--- src/rtl/inst_cache.sv ---
// inst_cache: direct-mapped read-only instruction cache with word-by-word line refill.
// Core and memory sides both use a held-request / one-cycle-valid handshake.
module inst_cache #(
    parameter int DATA_WIDTH     = 32,
    parameter int LINES          = 16,
    parameter int WORDS_PER_LINE = 4
) (
    input  logic                  clk,
    input  logic                  rst,
    input  logic                  inst_req,
    input  logic [DATA_WIDTH-1:0] inst_addr,
    output logic                  inst_valid,
    output logic [DATA_WIDTH-1:0] inst_data,
    input  logic                  flush,
    output logic                  mem_req,
    output logic [DATA_WIDTH-1:0] mem_addr,
    input  logic                  mem_valid,
    input  logic [DATA_WIDTH-1:0] mem_rdata
);
    localparam int OFF_W = $clog2(WORDS_PER_LINE);
    localparam int IDX_W = $clog2(LINES);
    localparam int TAG_W = DATA_WIDTH - 2 - OFF_W - IDX_W;
    localparam logic [DATA_WIDTH-1:0] LINE_MASK = DATA_WIDTH'(WORDS_PER_LINE * 4 - 1);

    if (WORDS_PER_LINE < 2 || (1 << OFF_W) != WORDS_PER_LINE) begin : g_bad_wpl
        $error("inst_cache: WORDS_PER_LINE must be a power of 2 and >= 2");
    end
    if (LINES < 2 || (1 << IDX_W) != LINES) begin : g_bad_lines
        $error("inst_cache: LINES must be a power of 2 and >= 2");
    end
    if (TAG_W < 1) begin : g_bad_tag
        $error("inst_cache: DATA_WIDTH too small for LINES x WORDS_PER_LINE");
    end

    typedef enum logic [1:0] {IDLE, LOOKUP, REFILL, RESPOND} state_t;

    state_t                r_state, w_next;
    logic [LINES-1:0]      r_valid;
    logic [TAG_W-1:0]      r_tag  [LINES];
    logic [DATA_WIDTH-1:0] r_data [LINES*WORDS_PER_LINE];
    logic [DATA_WIDTH-1:0] r_addr;
    logic [OFF_W-1:0]      r_beat;
    logic                  r_flush_pend;
    logic                  r_skip_install;

    logic [TAG_W-1:0]      w_tag;
    logic [IDX_W-1:0]      w_idx;
    logic [OFF_W-1:0]      w_off;
    logic                  w_flush_now;
    logic                  w_hit;
    logic                  w_last;

    assign w_tag       = r_addr[DATA_WIDTH-1 -: TAG_W];
    assign w_idx       = r_addr[2+OFF_W +: IDX_W];
    assign w_off       = r_addr[2 +: OFF_W];
    // A flush seen in the same cycle as a lookup forces a miss.
    assign w_flush_now = flush || r_flush_pend;
    assign w_hit       = r_valid[w_idx] && (r_tag[w_idx] == w_tag) && !w_flush_now;
    assign w_last      = mem_valid && (r_beat == OFF_W'(WORDS_PER_LINE - 1));
    assign inst_valid  = (r_state == RESPOND);

    always_comb begin
        w_next = r_state;
        case (r_state)
            IDLE:    w_next = inst_req ? LOOKUP : IDLE;
            LOOKUP:  w_next = !inst_req ? IDLE : (w_hit ? RESPOND : REFILL);
            REFILL:  w_next = w_last ? LOOKUP : REFILL;
            RESPOND: w_next = IDLE;
            default: w_next = IDLE;
        endcase
    end

    always_ff @(posedge clk) begin
        if (!rst) begin
            r_state        <= IDLE;
            r_valid        <= '0;
            inst_data      <= '0;
            mem_req        <= 1'b0;
            mem_addr       <= '0;
            r_beat         <= '0;
            r_flush_pend   <= 1'b0;
            r_skip_install <= 1'b0;
        end else begin
            r_state <= w_next;
            case (r_state)
                IDLE: if (inst_req) r_addr <= inst_addr;
                LOOKUP: begin
                    if (inst_req && w_hit) begin
                        inst_data <= r_data[{w_idx, w_off}];
                    end else if (inst_req) begin
                        mem_req  <= 1'b1;
                        mem_addr <= r_addr & ~LINE_MASK;
                        r_beat   <= '0;
                    end
                end
                REFILL: begin
                    if (mem_valid) begin
                        r_beat   <= r_beat + 1'b1;
                        mem_addr <= mem_addr + DATA_WIDTH'(4);
                    end
                    if (w_last) begin
                        r_valid[w_idx] <= !(r_skip_install || flush);
                        mem_req        <= 1'b0;
                        r_skip_install <= 1'b0;
                    end
                    if (flush) r_flush_pend <= 1'b1;
                    if (flush && !w_last) r_skip_install <= 1'b1;
                end
                RESPOND: if (flush) r_flush_pend <= 1'b1;
                default: ;
            endcase
            if ((r_state == IDLE || r_state == LOOKUP) && w_flush_now) begin
                r_valid      <= '0;
                r_flush_pend <= 1'b0;
            end
        end
    end

    always_ff @(posedge clk) begin
        if (r_state == REFILL && mem_valid) begin
            r_data[{w_idx, r_beat}] <= mem_rdata;
            if (w_last) r_tag[w_idx] <= w_tag;
        end
    end
endmodule
--- config.mk ---
export PLATFORM = sky130hd
export DESIGN_NAME = inst_cache
export DESIGN_NICKNAME = d
export VERILOG_FILES = /design/src/rtl/inst_cache.sv
export SDC_FILE = /design/constraint.sdc
export NUM_CORES = 2
export LEC_CHECK = 0
export CAP_MARGIN = 20
export CORE_MARGIN = 5
export CORE_UTILIZATION = 50
export DETAILED_ROUTE_END_ITERATION = 12
export PLACE_DENSITY = 0.68
export SLEW_MARGIN = 30
export SYNTH_ARGS = -nofsm -noshare
export SYNTH_HDL_FRONTEND = slang
export SYNTH_SLANG_ARGS = --single-unit
--- constraint.sdc ---
create_clock -name clk -period 4.1 [get_ports clk]
set_input_delay 0.615 -clock clk [delete_from_list [all_inputs] [get_ports clk]]
set_output_delay 0.615 -clock clk [all_outputs]
set_load 0.1 [all_outputs]
==> results.cfg <==
[cts]
clk_path_buf_depth = 3
clock_sinks = 2551
h-tree-depth = 4
path_clk_slew_ns = 0.06
cts_hold_buf = 0
cts-buffers-inserted = 239
clk_latency_ns = 0.89
cts_tree = built
post_cts_buffers = 0
ctsResizeCount = 0
cts-root-buf = clkbuf_16

[synth]
synth-edff-count = 2462
syn_area_um2 = 97900
synth-main-ff-cell = edfxtp_1
ys_seq_area_share_pct = 77.4
yosysMostFrequentCell = edfxtp_1
synth_area_leaders = edfxtp_1 76%, mux4_2 18%, dfxtp_1 1.8%, mux2i_1 0.70%, nand2_1 0.68%
async_reset_ff_share_pct = 0
ys_types = 60
synth.avg_cell_area_um2 = 23.0
synth_top_area_share_pct = 75.5
ys_top_cells_by_count = 2462 x edfxtp_1, 761 x mux4_2, 177 x nand2_1, 132 x clkbuf_1, 123 x nor2_1
synth_warnings = 0
yosysTopAreaCell = edfxtp_1
ys_ff_latch = 2551
synth_cells = 4254

[global_route]
track_usage_pct = 24.4
grt-ovfl-total = 0
antenna_found_initial = 18
grt_pass1_vias = 47900
grt_first_pass_wirelength_mm = 355
grt_max_degree = 76

[sta]
setup_violations = 0
slew_violations = 0
holdWs_ns = 0.249
relSlewSlack_pct = 31.6
worst_slew_pin_slew_ns = 1.02
fin_skew_ns = 0.0875
max_freq_ghz = 0.273
hold_viol_final = 0
period_share_pct = 89.4
finalWorstSetupSlack_ns = 0.433
period_needed_ns = 3.67
rsz0062_at_grt = false

[finish]
post-route-util_pct = 57.9
fillers = 13700
syn2layout_area_growth_pct = 15.3
nets = 4750
fin_cells = 7516
drive_above_1_share_pct = 31.7

[place]
dp.cells = 7062
gp_congestion = 0.809
hpwl_mm = 142
dpl_worst_slack_ns = 0.472
port-buffer-count = 130

[die]
start_util_pct = 50.3
die_area_um2 = 205000
fp-row-count = 162
core_area_um2 = 195000
ios = 135
die_height_um = 452
die_x_um = 452

[worst_setup_path]
cp-end-kind = flop
arrival_ns = 4.45
r2r_slack_ns = 0.43
start_kind = flop
worst_r2r_endpoint = inst_data[19]
worst_r2r_path_depth = 11
critical_path_class = reg -> reg
cp.required_ns = 4.88
crit_path_max_fanout = 54

[worst_hold_path]
hold_end = r_data[23][25]
hold_path_class = in -> reg
min-delay-start = mem_rdata[25]
worstHoldPathCells = 1

[detailed_routing]
route.detailed.drc = 0
detail_route.first_pass.iterations = 6
antenna_left = 0
wirelength_mm = 250
drt_iter0_markers = 5924
post_drt_wl_per_cell_um = 33.3
viasPerCell = 6.35
via_count = 47700

[status]
outcome = complete, no violations

[pwr]
p_leak_nw = 35.0
peakVddDrop_mv = 0.414
powerDensity_nw_per_um2 = 469
finalPower_w = 0.0529

[flow_run]
cap_violations = 0
-- worst max-delay path: stages (launching register included) --
cell,delay (ns)
dfxtp_4,0.51
mux4_2,0.55
mux4_2,0.49
xnor2_1,0.15
o31ai_1,0.13
buf_4,0.17
or3b_1,0.38
nor4_2,0.14
nand4_1,0.29
buf_12,0.30
or2_1,0.26
a21oi_1,0.13
-- state kept, by name, summed over array words and instances, names as in the netlist, named ones only --
name and count:
r_data 2048, r_tag 384, inst_data 32, mem_addr 30, r_addr 30, r_valid 16, r_beat 2, r_state 2
mem_req 1, r_flush_pend 1, r_skip_install 1
-- how the worst max path moves through the flow --
stage	start	to	slack (ns)
finish	flop	inst_data[19]	0.43
global placement	flop	mem_addr[9]	0.20
global route	flop	inst_data[19]	0.16
floorplan	r_addr[5]	r_data[58][0]	-0.0009
detailed placement	flop	inst_data[19]	0.47
CTS	flop	inst_data[19]	0.41
-- per-layer routing --
layer  GRT usage (%)  up-vias  share of wire, %
li1                -    19000                 -
met1            33.3    25800                38
met2            40.4     2560                50
met3            4.94      411               9.0
met4            7.24        0               3.1
met5               0        -                 0
-- cells by family (layout without fill, tap and decap cells) --
kind of cell    Yosys count  after routing  share of synthesized area, %
compound gates          181            181                          1.19
xor+xnor                 32             32                         0.286
fa+ha+maj                 2              2                        0.0256
buf+inv                 235            867                         0.959
flops                  2551           2551                          77.4
mux                     835            835                          18.3
other cells               1              7                       0.00383
simple gates            417            417                          1.91
-- report_power, final --
part,switching (W),internal (W),leakage [nW]
clock network,0.00959,0.0124,3.82
registers,0.000118,0.0286,22.8
logic,0.00128,0.000971,8.33
total,0.0110,0.0420,35.0
-- cell usage in the layout, fill, tap and decap left out, drive strengths merged, types with 5 or more instances in the layout --
master | netlist | routed
o21ai | 27 | 27
mux2i | 68 | 68
a22oi | 10 | 10
xnor2 | 27 | 27
a21oi | 54 | 54
o211ai | 12 | 12
mux4 | 761 | 761
diode | 0 | 5
nand2b | 5 | 5
inv | 2 | 8
o31ai | 19 | 19
nor2 | 123 | 123
nor3 | 9 | 9
nand3 | 35 | 35
nor2b | 6 | 6
clkdlybuf4s50 | 0 | 93
mux2 | 6 | 6
clkinv | 0 | 101
clkbuf | 132 | 311
xor2 | 5 | 5
nand2 | 177 | 177
dfxtp | 89 | 89
or3 | 7 | 7
nand4b | 5 | 5
buf | 101 | 323
edfxtp | 2462 | 2462
a31o | 16 | 16
nand4 | 11 | 11
a31oi | 19 | 19
nor4 | 7 | 7
clkinvlp | 0 | 10
bufinv | 0 | 21
-- final cells by class --
class,count,area [um^2],share of cell area (%)
Clock buffer,311,6430,5.70
Inverter,2,7.51,0.00665
Timing Repair Buffer,416,4060,3.60
Antenna cell,5,12.5,0.0111
Multi-Input combinational cell,1469,21800,19.4
Sequential cell,2551,75700,67.1
Clock inverter,138,1450,1.29
Tap cell,2624,3280,2.91
-- per-stage QoR --
step,setup TNS (ns),instance area [um^2]
after floorplan,-0.188,97900
after global placement,0,105000
after detailed placement,0,105000
after CTS,0,113000
after global routing,0,113000
final,0,113000
(Power assumes the default switching activity.)
